## config.mk

```make
export PLATFORM = sky130hd
export DESIGN_NAME = seg_reader
export DESIGN_NICKNAME = d
export VERILOG_FILES = /design/src/rtl/seg_pkg.sv /design/src/rtl/seg_to_digit.sv /design/src/rtl/seg_reader.sv
export SDC_FILE = /design/constraint.sdc
export NUM_CORES = 1
export LEC_CHECK = 0
export CAP_MARGIN = 20
export CORE_MARGIN = 10
export CORE_UTILIZATION = 50
export DETAILED_ROUTE_END_ITERATION = 12
export GPL_TIMING_DRIVEN = 0
export PLACE_DENSITY = 0.71
export SYNTH_ARGS = -nofsm -noshare
export SYNTH_HDL_FRONTEND = slang
export SYNTH_SLANG_ARGS = --single-unit
```

## constraint.sdc

```tcl
create_clock -name clk -period 4 [get_ports clk]
set_input_delay 0.4 -clock clk [delete_from_list [all_inputs] [get_ports clk]]
set_output_delay 0.4 -clock clk [all_outputs]
set_load 0.005 [all_outputs]
```

## src/rtl/seg_pkg.sv

```systemverilog
// Shared types and constants for the 7-segment readback path.
// Segment bit order is bit0=a .. bit6=g, active-high.
package seg_pkg;

  typedef logic [6:0] seg_t;

  localparam seg_t SEG_D0    = 7'b0111111;
  localparam seg_t SEG_D1    = 7'b0000110;
  localparam seg_t SEG_D2    = 7'b1011011;
  localparam seg_t SEG_D3    = 7'b1001111;
  localparam seg_t SEG_D4    = 7'b1100110;
  localparam seg_t SEG_D5    = 7'b1101101;
  localparam seg_t SEG_D6    = 7'b1111101;
  localparam seg_t SEG_D7    = 7'b0000111;
  localparam seg_t SEG_D8    = 7'b1111111;
  localparam seg_t SEG_D9    = 7'b1100111;
  localparam seg_t SEG_BLANK = 7'b0000000;

  typedef enum logic [1:0] {
    SETTLE,
    HOLD,
    WAIT_CHG
  } state_t;

  // tens*10 + units using shifts only; the largest result is 99, so 8 bits suffice
  function automatic logic [7:0] tens_units(input logic [3:0] tens, input logic [3:0] units);
    logic [7:0] t8;
    t8 = {4'b0000, tens};
    return (t8 << 3) + (t8 << 1) + {4'b0000, units};
  endfunction

endpackage

```

## src/rtl/seg_to_digit.sv

```systemverilog
// Combinational decoder: one 7-segment pattern to a BCD digit plus a legality flag.
module seg_to_digit
  import seg_pkg::*;
(
  input  logic [6:0] seg,
  output logic [3:0] digit,
  output logic       legal
);

  // Map each legal pattern to its digit; anything else is flagged illegal
  always_comb begin
    // NOTE: every output gets a default before the case so no path leaves it unassigned (no latch).
    digit = 4'd0;
    legal = 1'b1;
    case (seg)
      SEG_D0:  digit = 4'd0;
      SEG_D1:  digit = 4'd1;
      SEG_D2:  digit = 4'd2;
      SEG_D3:  digit = 4'd3;
      SEG_D4:  digit = 4'd4;
      SEG_D5:  digit = 4'd5;
      SEG_D6:  digit = 4'd6;
      SEG_D7:  digit = 4'd7;
      SEG_D8:  digit = 4'd8;
      SEG_D9:  digit = 4'd9;
      default: legal = 1'b0;
    endcase
  end

endmodule

```

## src/rtl/seg_reader.sv

```systemverilog
// Two-digit 7-segment readback: debounces the tens/units pattern pair, decodes it to
// 0..99 and hands it out over valid/ready. Each stable pair is reported at most once.
// Optional: define SEG_READER_ERRCNT_EN to add the saturating err_count output.
module seg_reader
  import seg_pkg::*;
#(
  parameter int STABLE_CYCLES = 4
) (
  input  logic       clk,
  input  logic       nrst,
  input  logic [6:0] seg1_in,
  input  logic [6:0] seg0_in,
  output logic [7:0] num_out,
  output logic       num_valid,
  input  logic       num_ready,
  output logic       seg_error
`ifdef SEG_READER_ERRCNT_EN
  ,
  output logic [7:0] err_count
`endif
);

  localparam logic [7:0] STABLE_LAST = 8'(STABLE_CYCLES - 1);

  logic [13:0] pair_in;
  logic [13:0] seg_q;
  logic [13:0] last_q;
  logic [13:0] last_d;
  logic [7:0]  cnt;
  state_t      state;
  state_t      state_d;
  logic [7:0]  num_d;
  logic        valid_d;
  logic        err_d;
  logic [3:0]  dig1;
  logic [3:0]  dig0;
  logic        legal1;
  logic        legal0;
  logic        stable;
  logic        blank;

  assign pair_in = {seg1_in, seg0_in};

  // Counter may run past the threshold while in HOLD; >= keeps SETTLE from stalling then
  assign stable = (pair_in == seg_q) && (cnt >= STABLE_LAST);
  assign blank  = (seg_q == {SEG_BLANK, SEG_BLANK});

  seg_to_digit u_tens (
    .seg   (seg_q[13:7]),
    .digit (dig1),
    .legal (legal1)
  );

  seg_to_digit u_units (
    .seg   (seg_q[6:0]),
    .digit (dig0),
    .legal (legal0)
  );

  // Sample the pattern pair and count how long it has stayed unchanged
  always_ff @(posedge clk or negedge nrst) begin
    // NOTE: registers use non-blocking assignment so every flop samples pre-edge values.
    if (!nrst) begin
      seg_q <= '0;
      cnt   <= '0;
    end else begin
      seg_q <= pair_in;
      if (pair_in != seg_q) begin
        cnt <= '0;
      end else if (cnt != 8'hFF) begin
        cnt <= cnt + 8'd1;
      end
    end
  end

  // FSM state and output registers
  always_ff @(posedge clk or negedge nrst) begin
    if (!nrst) begin
      state     <= SETTLE;
      num_out   <= '0;
      num_valid <= 1'b0;
      seg_error <= 1'b0;
      last_q    <= '0;
    end else begin
      state     <= state_d;
      num_out   <= num_d;
      num_valid <= valid_d;
      seg_error <= err_d;
      last_q    <= last_d;
    end
  end

  // Next-state and next-output logic
  always_comb begin
    state_d = state;
    num_d   = num_out;
    valid_d = num_valid;
    err_d   = 1'b0;
    last_d  = last_q;
    case (state)
      SETTLE: begin
        if (stable) begin
          last_d = seg_q;
          if (blank) begin
            state_d = WAIT_CHG;
          end else if (legal1 && legal0) begin
            num_d   = tens_units(dig1, dig0);
            valid_d = 1'b1;
            state_d = HOLD;
          end else begin
            err_d   = 1'b1;
            state_d = WAIT_CHG;
          end
        end
      end
      HOLD: begin
        if (num_valid && num_ready) begin
          valid_d = 1'b0;
          state_d = WAIT_CHG;
        end
      end
      WAIT_CHG: begin
        if (seg_q != last_q) begin
          state_d = SETTLE;
        end
      end
      default: state_d = SETTLE;
    endcase
  end

`ifdef SEG_READER_ERRCNT_EN
  // Saturating count of illegal-pattern pulses
  always_ff @(posedge clk or negedge nrst) begin
    if (!nrst) begin
      err_count <= '0;
    end else if (seg_error && (err_count != 8'hFF)) begin
      err_count <= err_count + 8'd1;
    end
  end
`endif

endmodule

```

## Yosys cells after proc, flatten, opt, wreduce, memory -nomap -nowiden

Cells that the tools add are included.

| storage, ports and cells | value |
|---|---|
| register bits after elaboration | 48 |
| word-level logic and storage cells | 77 |

| cells by class | value |
|---|---|
| add/subtract/negate cells | 3 |
| order comparisons | 1 |
| eq/ne operators | 31 |
| multiplexer cells | 21 |
| bitwise logic cells | 1 |
| reductions and logical operators | 13 |

Operators by type and width:

| cell | number |
|---|---|
| equality test 7 bit, second input constant | 14 |
| case mux 4 bit (9 select lines) | 2 |
| equality test 7 x 3 -> 1 bit, second input constant | 4 |
| != test 14 bit | 2 |
| OR reduction 10 bit | 2 |
| 2-to-1 mux 8 bit | 2 |
| equality test 14 bit | 1 |
| equality test 7 x 6 -> 1 bit, second input constant | 2 |
| logical NOT 14 bit | 1 |
| 2-to-1 mux 1 bit | 10 |
| 2-to-1 mux 2 bit | 5 |
| != test 2 bit, second input constant | 5 |
| adder 7 x 5 -> 8 bit | 1 |
| adder 8 x 1 -> 8 bit, second input constant | 1 |
| adder 8 x 4 -> 8 bit | 1 |
| greater-or-equal comparator 8 x 2 -> 1 bit, second input constant | 1 |
| != test 8 bit, second input constant | 1 |
| case mux 2 bit (3 select lines) | 1 |
| AND reduction 5 bit | 1 |
| AND reduction 4 bit | 1 |
| nonzero test 2 bit | 2 |
| logical AND 1 bit | 3 |
| AND reduction 3 bit | 1 |
| equality test 2 x 1 -> 1 bit, second input constant | 1 |
| other kinds (5) | 5 |

## Depth between registers and ports, before layout

Gate-level depths: netlist (run 1).

| depth | value |
|---|---|
| depth after elaboration | 8 |
| depth in mapped cells | 14 |

## Hierarchy

From an unflattened synthesis (run 1), not the netlist that was laid out.

| unflattened totals | value |
|---|---|
| cell total of the unflattened synthesis | 262 |
| area total of the unflattened synthesis | 2840.2 sq um |

By module, submodules not included:

| module | times used | cells each | area each (sq um) |
|---|---|---|---|
| seg_reader | 1 | 192 | 2359.8 |
| seg_to_digit | 2 | 35 | 240.2 |

## Worst setup path before layout (run 1)

OpenSTA, ideal clock, no wires.

| path | value |
|---|---|
| kind | reg2reg |
| start point | register seg_q[12] |
| end point | register num_out[5] |
| setup time | 0.125 ns |
| data arrival time | 2.835 ns |
| required time | 3.875 ns |
| slack | 1.040 ns |
| cell stages (with the launch flop) | 14 |
| buffers on the path | 1 |
| period minus slack after synthesis | 2.960 ns |
| path through | dfrtp_1 buf_2 nand2_1 or3_1 o41ai_1 o21a_1 inv_1 fa_1 inv_1 ha_1 a21o_1 a21oi_1 xnor2_1 mux2_2 |

| on the way | value |
|---|---|
| word-level cells in the longest chain between the ends | 5 |
| elaborated cells on any way between the ends | 21 |
| classes of those cells | add/sub (2); eq/ne (11); mux (2); bitwise (1); reduce/logical (5) |

RTL lines:

| element | line | text |
|---|---|---|
| start, declared | seg_reader.sv:26 | `logic [13:0] seg_q;` |
| start signal, assigned | seg_reader.sv:67 | `seg_q <= pair_in;` |
| parallel branches: the longest is 5 deep, another holds adder 7 x 5 -> 8 bit | - |  |
| end signal, assigned | seg_reader.sv:86 | `num_out <= num_d;` |
| end, declared | seg_reader.sv:13 | `output logic [7:0] num_out,` |

Several ways; the timed one is not identified.
A chain may end at the register's enable or synchronous reset.

## Final worst setup path (run 1)

| path | value |
|---|---|
| start point | register seg_q[12] |
| end point | register num_out[7] |

The elaborated chain is that of the path after synthesis.

==> results.md, run 1 <==
* Status: finished clean
* Synth top area cells: dfrtp_1, xor2_1, mux2_4
* Seq/Total Area, Yosys at 41.9%
* Comb pwr share at 12.0%
* Post-Syn Area at 0.00287 mm²
* Largest area contributor in the netlist: dfrtp_1
* CP most frequent cell: inv_1
* Fin cells at 378
* CTS tree: done
* Initial core utilization at 51.7%
* CP Data Arrival Time at 3450 ps
* Max-slew headroom at 52.2%
* Fin Hold WS at 60.0 ps
* Clock Sinks at 48
* Number of H-tree levels at 2
* Syn_area_per_cell at 10.6 µm²
* Vias per cell at 5.59
* Post-Syn Instances at 271
* WP depth at 14
* Synth Net Count at 298
* Worst Path Max Fanout at 10
* Sequential share of power at 54.7%
* # IOs at 27
* Leak Pwr at 1.54 nW
* Rows at 27
* Worst reg2reg path depth at 14
* First-pass GRT wire length at 10000 µm
* Yosys cell types at 54
* Worst-case clock buffer depth at 2
* Initial antenna violation count at 0
* Number of failing hold endpoints at the final stage at 0
* Pwr/cell area at 274 mW/mm²
* Share of Yosys cell area claimed by the top area cell type at 41.9%
* Worst setup path startpoint: seg_q[12]
* Tightest Pin Transition at 711 ps
* Required time of the critical path at 4160 ps
* Dominant synthesized flop cell: dfrtp_1
* Drt first pass iters at 4
* Fin crit period at 3290 ps
* Switching Fraction at 25.2%
* R2R setup slack at 710 ps
* Root Buffer: clkbuf_8
* All-layer global routing usage at 13.9%
* Initial DRC count at 140
* Die height at 95.7 µm
* Total number of vias at 2113
* Routed WL at 5960 µm
* Largest family of logic cells by synthesized area: simple AND/OR/NAND/NOR gates
* Min-delay worst type: input pin to asynchronous set/reset pin
* Clk slew on worst S/H paths at 90 ps
* RR Endpoint: num_out[7]
* Critical path's slowest cell: fa_1
* Gate family responsible for the most delay along the worst path: compound AO/OA/AOI/OAI gates
* Post-CTS Repair Setup Buffers at 0
* Die ar. at 0.00916 mm²
* Post-DP Area at 0.00323 mm²
* Nets at 332
* Flops & latches, synth at 48
* Final Cell Area at 0.00332 mm²
* Hold buffers post-CTS at 0
* Buffer and inverter count on the worst path at 3
* Antenna diodes at 0
* Global placer's final weighted congestion at 0.845
* Post-CTS sizing at 0
* RSZ-0062 raised after global routing: no
* Ys async rst share at 100%
* Clock power share at 33.3%
* DP Cell Count at 370
* Post-Synth XOR/XNOR Area at 11.3%
* Post-route DRC at 0
* Core area at 0.00554 mm²
* Mux contribution to synthesized area at 10.1%
* Clk_lat worst skew at 300 ps
* Layout cells sized above 1 at 15.4%
* Post-Synth Adder-Cell Area at 4.89%
* CP Class: register to register
* CP Capture Type: register
* Maximum VDD drop at 0.167 mV
* Fillers at 482
* Post-synthesis simple-gate area fraction at 18.2%
* Maxcap violations at 0
* Skew final at 6.41 ps
* Startpoint Class: register
* Slew Limit Fails at 0
* CP endpoint: num_out[7]
* Routed Antenna Nets at 0
* Ys Warns at 0
* Cell Chain, Critical Path: buf_2 -> nand2_1 -> or3_1 -> o41ai_1 -> o21a_1 -> inv_1 -> fa_1 -> inv_1 -> ha_1 -> a21o_1 -> a21oi_1 -> nor2b_1 -> o21ai_0 -> mux2i_1
* P_sw at 0.000230 W
* Grt ovf at 0
* Fmax at 304 MHz
* Worst R2R Start: seg_q[12]
* EDFF count, synth at 0
* Number of global-route vias before repair at 2019
* Int Pwr at 0.000680 W
* Clock buffer count from CTS at 5
* Largest net degree at the start of global routing at 29
* Sum Neg Setup Slack at 0 ps
* Area grow syn2layout at 15.9%
* Routed len/inst at 15.8 µm
* Port bufs at 26
* Crit-path max cell delay at 560 ps
* Setup-failing EPs final at 0
* Crit share post-route at 82.2%
* Die width at 95.7 µm
* Compound-Gate Fraction of Synth Area at 8.82%
* Final HPWL DP at 4420 µm
[registers in the layout (all words and copies together), names as in the netlist]
name and cells:
cnt 8, last_q 14, num_out 8, state 2, seg_q 14, seg_error 1
num_valid 1
[worst min-delay path by stage]
stage,startpoint,endpoint,slack (ps),cells past startpoint
after floorplan,nrst,cnt[0],100,0
after global placement,num_out[6],num_out[6],490,1
after detailed placement,nrst,seg_q[8],400,1
after CTS,nrst,seg_q[8],70,1
after global routing,nrst,seg_q[10],70,1
final,nrst,seg_q[10],60,1
[power groups by stage]
stage / clock network [W] / registers, W / logic, W
2_1_floorplan: 0 / 0.000506 / 0.0000624
3_3_place_gp: 0 / 0.000507 / 0.000105
3_5_place_dp: 0 / 0.000507 / 0.000109
4_1_cts: 0.000312 / 0.000497 / 0.000109
5_1_grt: 0.000333 / 0.000499 / 0.000120
6_report: 0.000303 / 0.000497 / 0.000109
[Yosys cell counts (3+ instances only)]
| library cell | instances |
|---|---|
| nand4_1 | 4 |
| mux2i_1 | 3 |
| and3_1 | 3 |
| o21ai_0 | 7 |
| nor2b_1 | 3 |
| nand2_1 | 15 |
| and3b_1 | 3 |
| a31oi_1 | 4 |
| or4_1 | 4 |
| dfrtp_1 | 48 |
| nor3_1 | 6 |
| nand3_1 | 6 |
| buf_2 | 8 |
| nor4b_1 | 3 |
| nor4_1 | 9 |
| mux2_4 | 9 |
| nor2_1 | 18 |
| inv_1 | 11 |
| a21oi_1 | 9 |
| buf_6 | 4 |
| mux2_2 | 11 |
| ha_1 | 8 |
| xor2_1 | 29 |
| xnor2_1 | 8 |
[kinds of logic after synthesis]
family,Yosys count
flip-flops,48
XOR/XNOR,37
adder cells (fa/ha/maj),10
AND/OR/NAND/NOR,89
multiplexers,23
AO/OA/AOI/OAI,38
buffers and inverters,26
[final cells by class]
type / instances / area (µm²) / area share [%]
Buffer: 15 / 96.3 / 2.90
Clock buffer: 8 / 90.1 / 2.71
Inverter: 11 / 41.3 / 1.24
Multi-Input combinational cell: 197 / 1530 / 46.0
Sequential cell: 48 / 1200 / 36.2
Tap cell: 72 / 90.1 / 2.71
Timing Repair Buffer: 27 / 275 / 8.29
[cell usage in the layout, fill, tap and decap left out, types with 7 or more instances in the layout]
master / count
ha_1: 8
dfrtp_1: 48
clkdlybuf4s50_1: 25
a21oi_1: 9
nor4_1: 9
xor2_1: 29
nand2_1: 15
inv_1: 11
o21ai_0: 7
xnor2_1: 8
mux2_4: 9
buf_2: 9
nor2_1: 18
mux2_2: 11
[layer usage]
layer,share of wire (%),wire [µm],vias to the layer above,global-route usage [%]
li1,-,-,1032,-
met1,51,3020,1040,19.5
met2,45,2680,36,20.8
met3,3.4,201,5,3.04
met4,1.1,68,0,4.79
met5,0,0,-,0
[stage by stage]
stage / setup WS, ps / util, % / power (W)
floorplan: 1040 / - / 0.000568
global placement: 739 / 58.0 / 0.000612
detailed placement: 738 / 58.3 / 0.000616
CTS: 715 / 59.9 / 0.000919
global route: 478 / 59.9 / 0.000951
finish: 711 / 59.9 / 0.000910
No activity file was read; power rests on OpenSTA's default activity.
==> run 2: changes to the inputs <==
==> constraint.sdc (replaced) <==
create_clock -name clk -period 3.4 [get_ports clk]
set_input_delay 0.34 -clock clk [delete_from_list [all_inputs] [get_ports clk]]
set_output_delay 0.34 -clock clk [all_outputs]
set_load 0.005 [all_outputs]
==> results.md, run 2 (same netlist as run 1, synthesis figures left out) <==
* Worst R2R Start: seg_q[12] (unchanged)
* Failing checks: negative hold slack
* Fin cells at 378 (unchanged)
* CP Class: register to register (unchanged)
* Cell Chain, Critical Path: clkbuf_4 -> nand2_1 -> or3_1 -> o41ai_1 -> o21a_1 -> inv_1 -> fa_1 -> fa_1 -> inv_1 -> a21o_1 -> a21oi_1 -> xnor2_1 -> mux2_2 (was buf_2 -> nand2_1 -> or3_1 -> o41ai_1 -> o21a_1 -> inv_1 -> fa_1 -> inv_1 -> ha_1 -> a21o_1 -> a21oi_1 -> nor2b_1 -> o21ai_0 -> mux2i_1)
* Root Buffer: clkbuf_8 (unchanged)
* FF/Latch Area at 0.00120 mm² (unchanged)
* Maximum VDD drop at 0.195 mV (was 0.167 mV)
* Fillers at 488 (was 482)
* Post-DP Area at 0.00323 mm² (unchanged)
* Fmax at 311 MHz (was 304 MHz)
* Number of global-route vias before repair at 2019 (unchanged)
* Gate family responsible for the most delay along the worst path: adder cells (was compound AO/OA/AOI/OAI gates)
* Number of failing hold endpoints at the final stage at 1 (was 0)
* Met3 Wirelength at 186 µm (was 201 µm)
* Fin crit period at 3210 ps (was 3290 ps)
* Initial core utilization at 51.7% (unchanged)
* Pwr/cell area at 321 mW/mm² (was 274 mW/mm²)
* Initial DRC count at 123 (was 140)
* Final Util at 60.2% (was 59.9%)
* Max-slew headroom at 51.7% (was 52.2%)
* Hold buffers post-CTS at 0 (unchanged)
* Clk_lat worst skew at 300 ps (about the same)
* Routed len/inst at 15.9 µm (was 15.8 µm)
* Layout cells sized above 1 at 16.3% (was 15.4%)
* Antenna diodes at 0 (unchanged)
* Core area at 0.00554 mm² (unchanged)
* Most common cell after layout, fill and taps aside: dfrtp_1 (unchanged)
* Status: finished with violations (was finished clean)
* Number of H-tree levels at 2 (unchanged)
* All-layer global routing usage at 13.9% (unchanged)
* Grt ovf at 0 (unchanged)
* Met2 WL post-DR at 2720 µm (was 2680 µm)
* Min-delay worst type: input pin to asynchronous set/reset pin (unchanged)
* Sum Neg Setup Slack at 0 ps (unchanged)
* Critical path's slowest cell: fa_1 (unchanged)
* Leak Pwr at 1.55 nW (was 1.54 nW)
* Global placer's final weighted congestion at 0.845 (unchanged)
* RR Endpoint: num_out[6] (was num_out[7])
* Nets at 332 (unchanged)
* Crit-path max cell delay at 500 ps (was 560 ps)
* R2R setup slack at 190 ps (was 710 ps)
* Routed Antenna Nets at 0 (unchanged)
* Routed WL at 6000 µm (was 5960 µm)
* Largest net degree at the start of global routing at 29 (unchanged)
* DP Cell Count at 370 (unchanged)
* Area of the multi-input gates at 0.00154 mm² (was 0.00153 mm²)
* Post-route DRC at 0 (unchanged)
* CP Data Arrival Time at 3400 ps (was 3450 ps)
* Drt first pass iters at 4 (unchanged)
* Maxcap violations at 0 (unchanged)
* Port bufs at 26 (unchanged)
* Clock Sinks at 48 (unchanged)
* Die height at 95.7 µm (unchanged)
* Worst Path Max Fanout at 10 (unchanged)
* Most frequent cells in the layout: dfrtp_1, xor2_1, clkdlybuf4s50_1 (unchanged)
* Skew final at 8.65 ps (was 6.41 ps)
* CP Capture Type: register (unchanged)
* # IOs at 27 (unchanged)
* Vias per cell at 5.55 (was 5.59)
* First-pass GRT wire length at 10000 µm (unchanged)
* Initial antenna violation count at 0 (unchanged)
* Uppermost layer routed: met4 (unchanged)
* Buffer and inverter count on the worst path at 3 (unchanged)
* Slew Limit Fails at 0 (unchanged)
* Largest regs: last_q x14, seg_q x14 (unchanged)
* Die width at 95.7 µm (unchanged)
* Die ar. at 0.00916 mm² (unchanged)
* Setup-failing EPs final at 0 (unchanged)
* Worst-case clock buffer depth at 2 (unchanged)
* Met1 Wirelength at 3020 µm (about the same)
* CTS tree: done (unchanged)
* Rows at 27 (unchanged)
* Startpoint Class: register (unchanged)
* Clock buffer count from CTS at 5 (unchanged)
* Crit share post-route at 94.5% (was 82.2%)
* Total number of vias at 2097 (was 2113)
* Area grow syn2layout at 16.5% (was 15.9%)
* Worst reg2reg path depth at 13 (was 14)
* Final Cell Area at 0.00334 mm² (was 0.00332 mm²)
* Tightest Pin Transition at 719 ps (was 711 ps)
* Clk slew on worst S/H paths at 90 ps (about the same)
* Required time of the critical path at 3590 ps (was 4160 ps)
* Final HPWL DP at 4420 µm (unchanged)
* Fin Hold WS at -0.491 ps (was 60.0 ps)
[run 2: layout make-up]
type,instances,area share [%]
clock buffer,8,2.70
buffer,14,2.85
tap,72,2.70
sequential,48,36.0
inverter,11,1.24
timing repair buffer,28,8.47
multi-input combinational,197,46.0
[run 2: worst max path at each step]
stage | from | to | depth (start not counted)
4_1_cts | seg_q[12] | num_out[6] | 13
3_3_place_gp | seg_q[12] | num_out[6] | 13
2_1_floorplan | seg_q[12] | num_out[5] | 13
6_report | seg_q[12] | num_out[6] | 13
3_5_place_dp | seg_q[12] | num_out[6] | 13
5_1_grt | seg_q[9] | num_out[6] | 13
[run 2: where the power goes]
part | internal, W | total, W | switching [W]
clock network | 0.000166 | 0.000357 | 0.000191
logic | 0.0000553 | 0.000128 | 0.0000728
registers | 0.000579 | 0.000587 | 0.00000790
total | 0.000800 | 0.00107 | 0.000271
[run 2: metal layers]
metal  vias to the layer above  global-route usage (%)
li1                       1032                       -
met1                      1028                    19.5
met2                        33                    20.8
met3                         4                    3.04
met4                         0                    4.79
met5                         -                       0
[run 2: repair_timing]
item,CTS,global route
setup buffers,0,1
gates resized for setup,0,3
setup endpoints to repair,0,3
[run 2: stage by stage]
| stage | power [W] | setup slack [ps] |
|---|---|---|
| final | 0.00107 | 186 |
| after floorplan | 0.000668 | 440 |
| after global placement | 0.000720 | 139 |
| after global routing | 0.00112 | -24.0 |
| after detailed placement | 0.000724 | 138 |
| after CTS | 0.00108 | 115 |
